$ cat src/rtl/apb_regfile_slave.sv
// APB completer: bank of NUM_REGS 32-bit R/W registers, byte strobes, slverr.
// Define APB_WAIT_STATE_EN to insert one wait state per transfer.
module apb_regfile_slave #(
  parameter int ADDR_WIDTH = 32,
  parameter int DATA_WIDTH = 32,
  parameter int NUM_REGS   = 4
) (
  input  logic                    PCLK,
  input  logic                    PRESETn,
  input  logic                    PSEL,
  input  logic                    PENABLE,
  input  logic                    PWRITE,
  input  logic [ADDR_WIDTH-1:0]   PADDR,
  input  logic [DATA_WIDTH-1:0]   PWDATA,
  input  logic [DATA_WIDTH/8-1:0] PSTRB,
  output logic [DATA_WIDTH-1:0]   PRDATA,
  output logic                    PREADY,
  output logic                    PSLVERR
);

  localparam int IDX_W = (NUM_REGS > 1) ? $clog2(NUM_REGS) : 1;
  localparam int WA_W  = ADDR_WIDTH - 2;
  localparam int NB    = DATA_WIDTH / 8;

  typedef enum logic [1:0] {
    ST_IDLE,
    ST_WAIT,
    ST_ACCESS
  } state_t;

  state_t                r_state;
  logic [DATA_WIDTH-1:0] r_regs [NUM_REGS];
  logic [IDX_W-1:0]      r_idx;
  logic                  r_valid;
  logic                  r_write;
  logic [DATA_WIDTH-1:0] r_rdata;
  logic                  r_ready;
  logic                  r_slverr;

  logic                  w_setup;
  logic                  w_access;
  logic [WA_W-1:0]       w_word;
  logic                  w_valid;
  logic [IDX_W-1:0]      w_idx;
  logic [IDX_W-1:0]      w_rd_idx;
  logic [DATA_WIDTH-1:0] w_rd_data;
  logic [DATA_WIDTH-1:0] w_wmask;
  logic                  w_commit;

  assign PRDATA  = r_rdata;
  assign PREADY  = r_ready;
  assign PSLVERR = r_slverr;

  assign w_setup  = PSEL & ~PENABLE;
  assign w_access = PSEL & PENABLE;
  assign w_word   = PADDR[ADDR_WIDTH-1:2];
  assign w_valid  = (PADDR[1:0] == 2'b00) &&
                    (w_word < WA_W'(NUM_REGS));
  assign w_idx    = w_word[IDX_W-1:0];

`ifdef APB_WAIT_STATE_EN
  assign w_rd_idx = r_idx;
`else
  assign w_rd_idx = w_idx;
`endif

  assign w_commit = (r_state == ST_ACCESS) && w_access &&
                    r_write && r_valid;

  // Read mux over the bank; out-of-range index reads zero
  always_comb begin
    w_rd_data = '0;
    for (int i = 0; i < NUM_REGS; i++) begin
      if (w_rd_idx == IDX_W'(i)) w_rd_data = r_regs[i];
    end
  end

  // Expand byte strobes to a bit mask
  always_comb begin
    w_wmask = '0;
    for (int n = 0; n < NB; n++) begin
      w_wmask[8*n +: 8] = {8{PSTRB[n]}};
    end
  end

  // Transfer FSM: decode in setup, registered ready/err/rdata
  always_ff @(posedge PCLK or negedge PRESETn) begin
    if (!PRESETn) begin
      r_state  <= ST_IDLE;
      r_idx    <= '0;
      r_valid  <= 1'b0;
      r_write  <= 1'b0;
      r_rdata  <= '0;
      r_ready  <= 1'b0;
      r_slverr <= 1'b0;
    end else begin
      unique case (r_state)
        ST_IDLE: begin
          if (w_setup) begin
            r_idx   <= w_idx;
            r_valid <= w_valid;
            r_write <= PWRITE;
`ifdef APB_WAIT_STATE_EN
            r_state <= ST_WAIT;
`else
            r_state  <= ST_ACCESS;
            r_ready  <= 1'b1;
            r_slverr <= ~w_valid;
            r_rdata  <= (w_valid && !PWRITE) ? w_rd_data : '0;
`endif
          end
        end
        ST_WAIT: begin
          if (w_access) begin
            r_state  <= ST_ACCESS;
            r_ready  <= 1'b1;
            r_slverr <= ~r_valid;
            r_rdata  <= (r_valid && !r_write) ? w_rd_data : '0;
          end else begin
            r_state <= ST_IDLE;
          end
        end
        ST_ACCESS: begin
          r_state  <= ST_IDLE;
          r_ready  <= 1'b0;
          r_slverr <= 1'b0;
          r_rdata  <= '0;
        end
        default: begin
          r_state <= ST_IDLE;
        end
      endcase
    end
  end

  // Register bank: strobed byte write on the completing edge
  always_ff @(posedge PCLK or negedge PRESETn) begin
    if (!PRESETn) begin
      for (int i = 0; i < NUM_REGS; i++) r_regs[i] <= '0;
    end else if (w_commit) begin
      for (int i = 0; i < NUM_REGS; i++) begin
        if (r_idx == IDX_W'(i)) begin
          r_regs[i] <= (r_regs[i] & ~w_wmask) |
                       (PWDATA & w_wmask);
        end
      end
    end
  end

endmodule

$ cat config.mk
export PLATFORM = sky130hd
export DESIGN_NAME = apb_regfile_slave
export DESIGN_NICKNAME = d
export VERILOG_FILES = /design/src/rtl/apb_regfile_slave.sv
export SDC_FILE = /design/constraint.sdc
export NUM_CORES = 1
export LEC_CHECK = 0
export ABC_AREA = 1
export CELL_PAD_IN_SITES_DETAIL_PLACEMENT = 2
export CELL_PAD_IN_SITES_GLOBAL_PLACEMENT = 2
export CORE_ASPECT_RATIO = 0.6
export CORE_MARGIN = 3
export CORE_UTILIZATION = 40
export CTS_BUF_LIST = sky130_fd_sc_hd__clkbuf_16
export DETAILED_ROUTE_END_ITERATION = 12
export DONT_BUFFER_PORTS = 1
export GPL_TIMING_DRIVEN = 0
export PLACE_DENSITY = 0.83
export REMOVE_ABC_BUFFERS = 1
export SLEW_MARGIN = 20
export SYNTH_ARGS = -nofsm -noshare
export SYNTH_HDL_FRONTEND = slang
export SYNTH_SLANG_ARGS = --single-unit
export TNS_END_PERCENT = 30
$ cat constraint.sdc
create_clock -name PCLK -period 3.7 [get_ports PCLK]
set_clock_uncertainty 0.2 [all_clocks]
set_input_delay 0.37 -clock PCLK [delete_from_list [all_inputs] [get_ports PCLK]]
set_output_delay 0.37 -clock PCLK [all_outputs]
set_load 0.005 [all_outputs]
After elaboration in Yosys (flattened, before gate mapping)
Index checks and enable logic that the tools add are counted.
Word-level totals
  register bits after elaboration: 168
  bits in latches: 0
  memory bits (writable): 0
  ROM bits: 0
  input port bits: 73
  output and inout bits: 34
  logic and storage cells: 74
  memories kept: 0
Operators by class
  $add $sub $neg: 0
  multipliers: 0
  divide/modulo/power cells: 0
  magnitude comparators: 1
  equal/unequal tests: 10
  shift-type cells: 0
  mux-type cells: 18
  bitwise operators: 15
  reduce and logical (&&, ||, !) cells: 19
Operators by type and width (number)
  $mux W32: 8
  $and A32 B32 Y32: 5
  $or A32 B32 Y32: 4
  $pmux W32 S3: 1
  $not A32 Y32: 1
  $lt A30 B3 Y1 const B: 1
  $eq A2 B2 Y1 const B: 5
  $reduce_and A2 Y1: 5
  $logic_not A2 Y1: 4
  $eq A2 B1 Y1 const B: 3
  $logic_and A1 B1 Y1: 6
  $pmux W1 S3: 2
  $mux W1: 4
  $mux W2: 2
  $ne A2 B2 Y1 const B: 2
  $pmux W2 S2: 1
  $not A1 Y1: 3
  $reduce_and A3 Y1: 1
  $reduce_bool A3 Y1: 1
  $and A1 B1 Y1: 2
  $logic_not A1 Y1: 2

Logic depth before layout (Yosys ltp)
  depth in word-level cells: 8
  depth in mapped cells: 9
  mapped depth without buffers: 8

Least setup slack after synthesis
No wires, ideal clock.
  path type: input-to-reg
  start: in PADDR[1]
  end: reg r_rdata[28] (netlist: PRDATA[28])
  library setup time: 0.066 ns
  arrival time: 1.235 ns
  required time: 3.434 ns
  setup slack: 2.200 ns
  stages: 7
  buffers on the path: 1
  cell sequence: or2_1 > nor2_1 > nand2_1 > nor2_4 > buf_2 > nand3_1 > nand2_1
On the way
  cells in the longest elaborated chain, start to end: 6
RTL lines
  start: declaration: line 13  | input logic [ADDR_WIDTH-1:0] PADDR,
  $logic_not A2 Y1: line 57  | assign w_valid = (PADDR[1:0] == 2'b00) &&
  $logic_and A1 B1 Y1: line 57
  $logic_and A1 B1 Y1: line 109  | r_rdata <= (w_valid && !PWRITE) ? w_rd_data : '0;
  $mux W32: line 109
  $mux W32: line 99  | if (w_setup) begin
  $pmux W32 S3: line 97  | unique case (r_state)
  end signal: assignment: line 109
  end signal: assignment: line 118  | r_rdata <= (r_valid && !r_write) ? w_rd_data : '0;
  end: declaration: line 36  | logic [DATA_WIDTH-1:0] r_rdata;
No other way between the ends. The select of a mux whose other input is x is not followed.
A chain may end at the register's enable or synchronous reset.

==> qor.csv <==
stage,metric,value,unit
layout,instances_no_fill,1321,
route,drcViolationCount,0,
cts,cts_inserted_buffers,17,
setup_path,slowest_delay,630,ps
timing,rsz0062_at_grt,false,
cts,clk_latency,440,ps
cts,holdBufCountCts,57,
die,fp.dieW,191,um
global_routing,grt_pass1_wl,49.0,mm
setup_path,worstPathMaxFanout,36,
timing,worst_pin_slew,1130,ps
route,drt_iter0_drc,471,
synth,ys_warn_count,0,
route,wl_per_cell,23.3,um
die,die_area,22300,sq um
pwr,p_per_area,433,nW/um^2
setup_path,r2r_start,r_idx[0],
layout,fin_area,9470,sq um
cts,cts.clk_slew.worst_paths,70,ps
outcome,status,finished with violations,
synth,synth.area.mux_share,0,
route,num_vias,7609,
route,firstDrtPassIters,4,
global_routing,overflow,0,
global_routing,grt_pass1_vias,8572,
synth,synth_top_family_by_area,simple AND/OR/NAND/NOR gates,
route,via_per_inst,5.76,
die,start_util,0.419,
setup_path,slowest_stage,nor2_8,
die,rows,39,
route,antenna_left,0,
cts,cts_buffer_depth,2,
synth,syn_inst,1027,
timing,drv_slew,0,
die,die_h,117,um
timing,fmax,339,MHz
synth,yosys.area_share.simple,0.388,
run,max_cap_violations,0,
timing,timing.hold.ws,-577,ps
timing,finalSetupTns,0,ps
global_routing,grt_max_degree,167,
synth,synthAdderAreaFrac,0,
setup_path,crit_type,register to register,
setup_path,start_kind,register,
cts,cts_htree_levels,4,
cts,cts_setup_buffers,0,
route,wl,30.8,mm
pwr,p_leak,4.74,nW
synth,synth_seq_cells,166,
timing,setup_violations,0,
cts,cts_root_buf,clkbuf_16,
placed_design,dp_hpwl,16.7,mm
outcome,violations,negative hold slack,
synth,yosysSeqAreaShare,0.506,
synth,syn-cell-area,8200,sq um
synth,synth_xor_area_frac,0,
setup_path,crit_required,3880,ps
synth,synth_compound_area_frac,0.0372,
cts,cts_resized,0,
layout,syn_to_final_growth,15.4,%
setup_path,reg2reg_depth,6,
setup_path,cp_common_cell,dlygate4sd3_1,
global_routing,antenna_found_initial,1,
setup_path,timing.reg2reg.setup_slack,750,ps
worst_hold_path,hp-class,primary input to asynchronous set/reset pin,
die,core,19600,sq um
timing,final_hold_viol_count,166,
setup_path,endpoint_kind,register,
setup_path,critPathTopFamily,buffers and inverters,
setup_path,path_cells,"inv_1, nor2_8, nand4_1, dlygate4sd3_1, nand2_1, dlygate4sd3_1",
timing,finalCritPeriodShare,0.796,
placed_design,placed_cell_area,8260,sq um
cts,clock-sinks,166,
placed_design,placed_cells,1231,
timing,slew_headroom,0.246,
placed_design,gp_congestion,0.750,
layout,drive_above_1_share,0.0569,
setup_path,path_buf_inv,3,
cts,cts_tree,built,
global_routing,grt_use_total,0.288,
synth,synth.distinct_cells,28,
synth,synth_area_per_cell,7.99,sq um
pwr,vdd_ir_drop_max,0.329,mV
layout,fin_nets,1114,
timing,fin_crit,2950,ps
die,ios,107,
placed_design,io_buffers,0,
layout,utilization,0.484,
setup_path,worstPathArrival,3130,ps
-- Yosys cell counts --
library cell | number | area (sq um)
buf_12 | 1 | 20.0
inv_1 | 36 | 135
nand2_2 | 1 | 6.26
clkinv_2 | 1 | 5.00
nor2_8 | 1 | 20.0
inv_2 | 3 | 11.3
dfrtp_1 | 166 | 4150
nor3_2 | 1 | 10.0
buf_6 | 11 | 124
nand2_4 | 1 | 11.3
nand3b_1 | 26 | 195
buf_1 | 1 | 3.75
nand3_2 | 1 | 10.0
clkinv_1 | 1 | 3.75
o21ai_1 | 10 | 50.1
buf_2 | 15 | 75.1
buf_4 | 10 | 75.1
nand3_4 | 5 | 87.6
nor2_1 | 50 | 188
nor2_4 | 4 | 45.0
a21oi_1 | 20 | 100
nand2_1 | 424 | 1590
clkbuf_1 | 28 | 105
nand4_1 | 96 | 601
o21ai_0 | 31 | 155
nand3_1 | 80 | 400
or2_1 | 1 | 6.26
nor2_2 | 2 | 12.5
-- cells by family after synthesis --
logic type	count (synthesis)
DFF	166
buffers and inverters	107
AOI/OAI and AO/OA	61
and+or+nand+nor	693
-- stage by stage --
step	power, W	setup WS (ps)
floorplan	0.00204	1370
global placement	0.00213	316
detailed placement	0.00216	1010
CTS	0.00412	779
global route	0.00423	616
finish	0.00410	754
-- final cells by class --
| class | instances | area (sq um) |
|---|---|---|
| fill | 2183 | 10100 |
| sequential | 166 | 4150 |
| multi-input combinational | 754 | 3500 |
| timing repair buffer | 61 | 711 |
| clock buffer | 17 | 425 |
| tap | 266 | 333 |
| clock inverter | 15 | 181 |
| inverter | 41 | 159 |
| antenna | 1 | 2.50 |
-- where the power goes --
group | switching, W | internal (W) | total (W)
clock network | 0.000815 | 0.00107 | 0.00188
logic | 0.000256 | 0.0000958 | 0.000352
registers | 0.0000239 | 0.00184 | 0.00186
-- placed cells by master, fill, tap and decap left out, types with 2 or more instances in the layout --
cell,netlist,final
dlygate4sd3_1,0,54
nand3b_1,26,26
clkinvlp_4,0,4
nor2_4,4,6
dfrtp_1,166,166
nand2_1,424,424
nand3_4,5,5
nand4_1,96,96
clkinv_4,0,5
inv_6,0,2
o21ai_1,10,10
nor2_1,50,50
nand3_1,80,80
inv_1,36,36
a21oi_1,20,20
clkbuf_16,0,17
bufinv_16,0,3
o21ai_0,31,31
inv_2,3,5
buf_12,1,3
buf_16,0,4
-- worst max-delay path by stage --
stage,startpoint,end,slack [ps],depth (start not counted)
2_1_floorplan,PREADY,register,1370,7
3_3_place_gp,PREADY,register,320,7
3_5_place_dp,r_idx[1],register,1010,5
4_1_cts,r_idx[0],register,780,6
5_1_grt,r_write,register,620,9
6_report,r_idx[0],register,750,6
-- routing by layer --
| layer | vias up | global-route usage | part of all wire |
|---|---|---|---|
| met4 | 0 | 0.0830 | 0.012 |
| met2 | 183 | 0.491 | 0.49 |
| met5 | - | 0 | 0 |
| met3 | 28 | 0.0595 | 0.052 |
| li1 | 3416 | - | - |
| met1 | 3982 | 0.378 | 0.45 |
Note: power is estimated with default switching activity, not from simulation.
